$ cat config.mk
export PLATFORM = sky130hd
export DESIGN_NAME = gates_using_mux_unit_flat
export DESIGN_NICKNAME = d
export VERILOG_FILES = /design/src/rtl/gates_using_mux_unit_if.sv /design/src/rtl/gates_using_mux_unit.sv /design/src/flat_wrapper.sv
export SDC_FILE = /design/constraint.sdc
export NUM_CORES = 1
export LEC_CHECK = 0
export CAP_MARGIN = 20
export CORE_AREA = 2 2 39 41
export DETAILED_ROUTE_END_ITERATION = 7
export DIE_AREA = 0 0 41 43
export PLACE_DENSITY = 0.44
export SLEW_MARGIN = 10
export SYNTH_ARGS = -nofsm -noshare
export SYNTH_HDL_FRONTEND = slang
export SYNTH_SLANG_ARGS = --single-unit
$ cat constraint.sdc
create_clock -name clk -period 0.8 [get_ports clk]
set_input_delay 0.2 -clock clk [delete_from_list [all_inputs] [get_ports clk]]
set_output_delay 0.2 -clock clk [all_outputs]
set_load 0.02 [all_outputs]
$ cat src/rtl/gates_using_mux_unit_if.sv
// rtl/gates_using_mux_unit_if.sv - operand and registered gate-result bundle for the mux-only gate cell
`timescale 1ns/1ps
interface gates_using_mux_unit_if;
   logic a;
   logic b;
   logic and_out;
   logic or_out;
   logic not_out;
   logic nand_out;
   logic nor_out;
   logic xor_out;
   logic xnor_out;
   logic valid;

   modport master (
      output a, b,
      input  and_out, or_out, not_out, nand_out, nor_out, xor_out, xnor_out, valid
   );

   modport slave (
      input  a, b,
      output and_out, or_out, not_out, nand_out, nor_out, xor_out, xnor_out, valid
   );
endinterface

$ cat src/rtl/gates_using_mux_unit.sv
// rtl/gates_using_mux_unit.sv - logic gates built only from 2:1 muxes, results registered
`timescale 1ns/1ps
module mux2 (
   input  logic sel,
   input  logic i0,
   input  logic i1,
   output logic y
);
   assign y = sel ? i1 : i0;
endmodule

module gates_using_mux_unit (
   input  logic                  clk,
   input  logic                  rst,
   gates_using_mux_unit_if.slave bus
);
   logic nb_c;
   logic not_c;
   logic and_c;
   logic or_c;
   logic nand_c;
   logic nor_c;
   logic xor_c;
   logic xnor_c;

   // a is the select of every two-input gate; b and its mux-made inverse are the data legs
   mux2 u_nb   (.sel(bus.b), .i0(1'b1), .i1(1'b0),  .y(nb_c));
   mux2 u_not  (.sel(bus.a), .i0(1'b1), .i1(1'b0),  .y(not_c));
   mux2 u_and  (.sel(bus.a), .i0(1'b0), .i1(bus.b), .y(and_c));
   mux2 u_or   (.sel(bus.a), .i0(bus.b), .i1(1'b1), .y(or_c));
   mux2 u_nand (.sel(bus.a), .i0(1'b1), .i1(nb_c),  .y(nand_c));
   mux2 u_nor  (.sel(bus.a), .i0(nb_c), .i1(1'b0),  .y(nor_c));
   mux2 u_xor  (.sel(bus.a), .i0(bus.b), .i1(nb_c), .y(xor_c));
   mux2 u_xnor (.sel(bus.a), .i0(nb_c), .i1(bus.b), .y(xnor_c));

   // Inverting outputs also clear to 0 in reset, not to their a=b=0 value
   always_ff @(posedge clk or posedge rst) begin
      if (rst) begin
         bus.and_out  <= 1'b0;
         bus.or_out   <= 1'b0;
         bus.not_out  <= 1'b0;
         bus.nand_out <= 1'b0;
         bus.nor_out  <= 1'b0;
         bus.xor_out  <= 1'b0;
         bus.xnor_out <= 1'b0;
         bus.valid    <= 1'b0;
      end else begin
         bus.and_out  <= and_c;
         bus.or_out   <= or_c;
         bus.not_out  <= not_c;
         bus.nand_out <= nand_c;
         bus.nor_out  <= nor_c;
         bus.xor_out  <= xor_c;
         bus.xnor_out <= xnor_c;
         bus.valid    <= 1'b1;
      end
   end
endmodule

$ cat src/flat_wrapper.sv
// flat-port wrapper written by rule: the top's interface ports become plain ports
module gates_using_mux_unit_flat 
  (clk, rst, bus_a, bus_b, bus_and_out, bus_or_out, bus_not_out, bus_nand_out, bus_nor_out, bus_xor_out, bus_xnor_out, bus_valid);
  gates_using_mux_unit_if bus_i ();
  input  logic clk;
  input  logic rst;
  input wire logic [$bits(bus_i.a)-1:0] bus_a;
  input wire logic [$bits(bus_i.b)-1:0] bus_b;
  output wire logic [$bits(bus_i.and_out)-1:0] bus_and_out;
  output wire logic [$bits(bus_i.or_out)-1:0] bus_or_out;
  output wire logic [$bits(bus_i.not_out)-1:0] bus_not_out;
  output wire logic [$bits(bus_i.nand_out)-1:0] bus_nand_out;
  output wire logic [$bits(bus_i.nor_out)-1:0] bus_nor_out;
  output wire logic [$bits(bus_i.xor_out)-1:0] bus_xor_out;
  output wire logic [$bits(bus_i.xnor_out)-1:0] bus_xnor_out;
  output wire logic [$bits(bus_i.valid)-1:0] bus_valid;
  assign bus_i.a = bus_a;
  assign bus_i.b = bus_b;
  assign bus_and_out = bus_i.and_out;
  assign bus_or_out = bus_i.or_out;
  assign bus_not_out = bus_i.not_out;
  assign bus_nand_out = bus_i.nand_out;
  assign bus_nor_out = bus_i.nor_out;
  assign bus_xor_out = bus_i.xor_out;
  assign bus_xnor_out = bus_i.xnor_out;
  assign bus_valid = bus_i.valid;
  gates_using_mux_unit u_core (.clk(clk), .rst(rst), .bus(bus_i));
endmodule
==> Yosys cells after proc, flatten, opt, wreduce, memory -nomap -nowiden <==
Cells that the tools add are included.
{ "totals": {"input_bits": 4, "output_inout_bits": 8, "register_bits": 8, "wordCells": 16} }
{ "op_classes": {"muxes": 8} }
{ "ops": {"columns": ["operator", "n"], "rows": [
  ["2-to-1 mux 1 bit", 8]
]} }

==> Depth between registers and ports, before layout <==
{ "depth": {"ltp_word": 2, "depth_mapped": 3, "ltp_nobuf": 3} }

==> Hierarchy <==
Synthesis repeated with hierarchy kept, for this count alone.
{ "hier_totals": {"cells_unflattened": 19, "hier_area_um2": 331.6} }
{ "modules_own_cells": {"columns": ["module", "cells_each", "area_each_um2", "seq_area_each_um2", "instances"], "rows": [
  ["gates_using_mux_unit", 11, 211.5, 200.2, 1],
  ["mux2", 1, 15.0, 0.0, 8]
]} }

==> Worst setup path before layout <==
Ideal clock, no wire load.
{ "synth_path": {"path_type": "input-to-reg", "start": "input bus_a", "end": "register u_core.bus.xnor_out", "t_arrival_ns": 0.544, "path_buffers": 0, "required_time_ns": 0.686, "path_stages": 3, "setup_time_ns": 0.114, "slack_ns": 0.142, "cell_sequence": "inv_1 ha_1 inv_1"} }
{ "synth_via": {"elab_chain_cells": 1} }
{ "synth_rtl": {"columns": ["item", "line_no", "text"], "rows": [
  ["start: declaration", "flat_wrapper.sv:7", "input wire logic [$bits(bus_i.a)-1:0] bus_a;"],
  ["2-to-1 mux 1 bit", "gates_using_mux_unit.sv:9", "assign y = sel ? i1 : i0;"],
  ["named net u_core.u_xnor.y", "gates_using_mux_unit.sv:7", "output logic y"],
  ["end signal: assignment", "gates_using_mux_unit.sv:54", "bus.xnor_out <= xnor_c;"],
  ["end: declaration", "gates_using_mux_unit_if.sv:22", "output and_out, or_out, not_out, nand_out, nor_out, xor_out, xnor_out, valid"]
]} }
The timed path passes the listed nets, and every way through them passes these cells.

==> Worst setup path in the final report <==
{ "layout_path": {"start": "register u_core.bus.xor_out", "end": "output bus_xor_out"} }
{ "layout_rtl": {"columns": ["item", "line_no", "text"], "rows": [
  ["start: declaration", "gates_using_mux_unit_if.sv:22", null],
  ["start signal: assignment", "gates_using_mux_unit.sv:53", "bus.xor_out <= xor_c;"],
  ["end: declaration", "flat_wrapper.sv:14", "output wire logic [$bits(bus_i.xor_out)-1:0] bus_xor_out;"]
]} }
No word-level cell between the ends.

==> metrics.md <==
| Metric | Value |
|---|---|
| Syn nets | `27` |
| Initial Utilization | `19.98%` |
| Max Fclk | `1.058 GHz` |
| Minimum clock period | `0.9452 ns` |
| Core footprint | `1384 µm²` |
| Final period util | `118.2%` |
| Crit-path max FO | `1` |
| First-pass detailed-route iteration total | `1` |
| Total CTS buffers | `3` |
| Top delay family on crit path | `flip-flops` |
| Setup CP Type | `flop to primary output` |
| P per Cell Area | `1862 nW/µm²` |
| Synth unique cells | `4` |
| Final ANT Viol Nets | `0` |
| Mapped Cells | `19` |
| Pin count of the biggest net entering global routing | `9` |
| CTS clk-pin slew, worst paths | `0.05 ns` |
| Worst Setup Start Kind | `flop` |
| First-pass GRT wire length | `634 µm` |
| Max stage delay on crit path | `0.37 ns` |
| Vias/cell | `3.288` |
| FF+latch count, synth | `8` |
| Fillers | `150` |
| Longest Clk Path Bufs | `2` |
| Initial antenna violation count | `0` |
| Seq/Total Area, Yosys | `72.40%` |
| Hold buffer count at cts | `0` |
| Layout area overhead | `70.59%` |
| Max Cap Viol | `0` |
| Unrepaired setup endpoints after global routing | `true` |
| Final Max Tran Viols | `0` |
| Global placer's final weighted congestion | `0.6656` |
| WHS | `0.1917 ns` |
| Failing checks | `negative setup slack` |
| VDD IR max | `0.6158 mV` |
| Die Width | `41 µm` |
| Hold crit path type | `primary input to asynchronous set/reset pin` |
| CP bufs+invs | `1` |
| Final Setup Violations | `8` |
| Yosys warnings | `0` |
| Number of setup buffers added after CTS | `0` |
| Root Buffer | `clkbuf_4` |
| Ant diodes | `0` |
| Total wire length | `377 µm` |
| Routed vias | `171` |
| Final hold violations | `0` |
| Crit path capture type | `primary output` |
| All-Layer GR Usage | `5.990%` |
| Worst-path cell chain | `buf_6` |
| Die Y | `43 µm` |
| CP max-delay cell | `dfrtp_1` |
| Die area | `1763 µm²` |
| WL/cell | `7.250 µm` |
| Cell Count, Final, Fillers Out | `52` |
| Required time of the worst setup path | `0.60 ns` |
| # DRC | `0` |
| Pre-CTS setup slack | `-0.3791 ns` |
| # port buffers | `11` |
| Final #Nets | `46` |
| Layout cells sized above 1 | `47.22%` |
| GR Overflow Total | `0` |
| Inst Count DP | `49` |
| Setup WS post-layout | `-0.1452 ns` |
| Synthesized area | `276.5 µm²` |
| Clock Sinks | `8` |
| Vias in the first global route | `170` |
| 1st-iter DRT viols | `0` |
| Row Count | `14` |
| Crit path DAT | `0.75 ns` |
| Leakage | `0.2432 nW` |
| H-tree depth | `1` |
| CTS resizes | `53` |
| Syn Area/Cell | `14.55 µm²` |
| Setup TNS | `-1.117 ns` |
| CTS tree | `yes` |
| Status | `finished with violations` |
| Io pins | `12` |
==> power by group <==
group          switching [W]  total, W  internal [W]
Clock               0.000119  0.000289      0.000170
Sequential         0.0000116  0.000443      0.000431
Combinational      0.0000698  0.000146     0.0000766
Total               0.000200  0.000878      0.000678
==> synthesized netlist by cell type <==
cell type	instances	area share, %
inv_1	6	8.1
ha_1	4	18
conb_1	1	1.4
dfrtp_1	8	72
==> routing by layer <==
metal	track usage (%)	routed length, µm
met5	0	0
met4	10.00	14
met3	2.094	50
met2	6.875	194
met1	6.000	117
==> state kept, by name, summed over array words and instances, names as in the netlist <==
register / count
u_core.bus.nor_out: 1
u_core.bus.xnor_out: 1
u_core.bus.nand_out: 1
u_core.bus.or_out: 1
u_core.bus.and_out: 1
u_core.bus.valid: 1
u_core.bus.xor_out: 1
u_core.bus.not_out: 1
==> cell usage in the layout (no fill, tap or decap) <==
| master | count |
|---|---|
| buf_6 | 8 |
| dfrtp_1 | 8 |
| inv_1 | 4 |
| ha_1 | 3 |
| clkbuf_4 | 3 |
| buf_4 | 3 |
| inv_2 | 2 |
| dlygate4sd2_1 | 2 |
| ha_4 | 1 |
| clkdlybuf4s50_1 | 1 |
| conb_1 | 1 |
==> worst max-delay path by stage <==
stage,from,end,slack [ns],cells after the start
final,u_core.bus.xor_out$_DFF_PP0_,bus_xor_out,-0.15,1
after global routing,u_core.bus.not_out$_DFF_PP0_,bus_not_out,-0.17,1
after CTS,u_core.bus.and_out$_DFF_PP0_,bus_and_out,-0.16,1
after detailed placement,bus_a,u_core.bus.xnor_out$_DFF_PP0_,-0.38,4
after global placement,bus_b,u_core.bus.xnor_out$_DFF_PP0_,-0.38,4
after floorplan,bus_a,u_core.bus.xnor_out$_DFF_PP0_,0.14,3
==> through the flow <==
stage / power (W) / utilization (%) / cell area [µm²]
floorplan: 0.0004992 / - / 276.5
global placement: 0.0005823 / 31.01 / 429.2
detailed placement: 0.0005832 / 31.01 / 429.2
CTS: 0.0008923 / 34.09 / 471.7
global route: 0.0009407 / 34.09 / 471.7
finish: 0.0008784 / 34.09 / 471.7
==> area by class of cell <==
cell class	count	area, µm²	area share [%]
clock buffer	3	22.52	4.775
inverter	6	22.52	4.775
multi-input combinational	5	66.31	14.06
sequential	8	200.2	42.44
tap	16	20.02	4.244
timing repair buffer	14	140.1	29.71
==> logic make-up after synthesis <==
family	count (synthesis)	share of synthesized area, %
buf+inv	6	8.144
fa+ha+maj	4	18.10
flops	8	72.40
other cells	1	1.356
(Power assumes the default switching activity.)
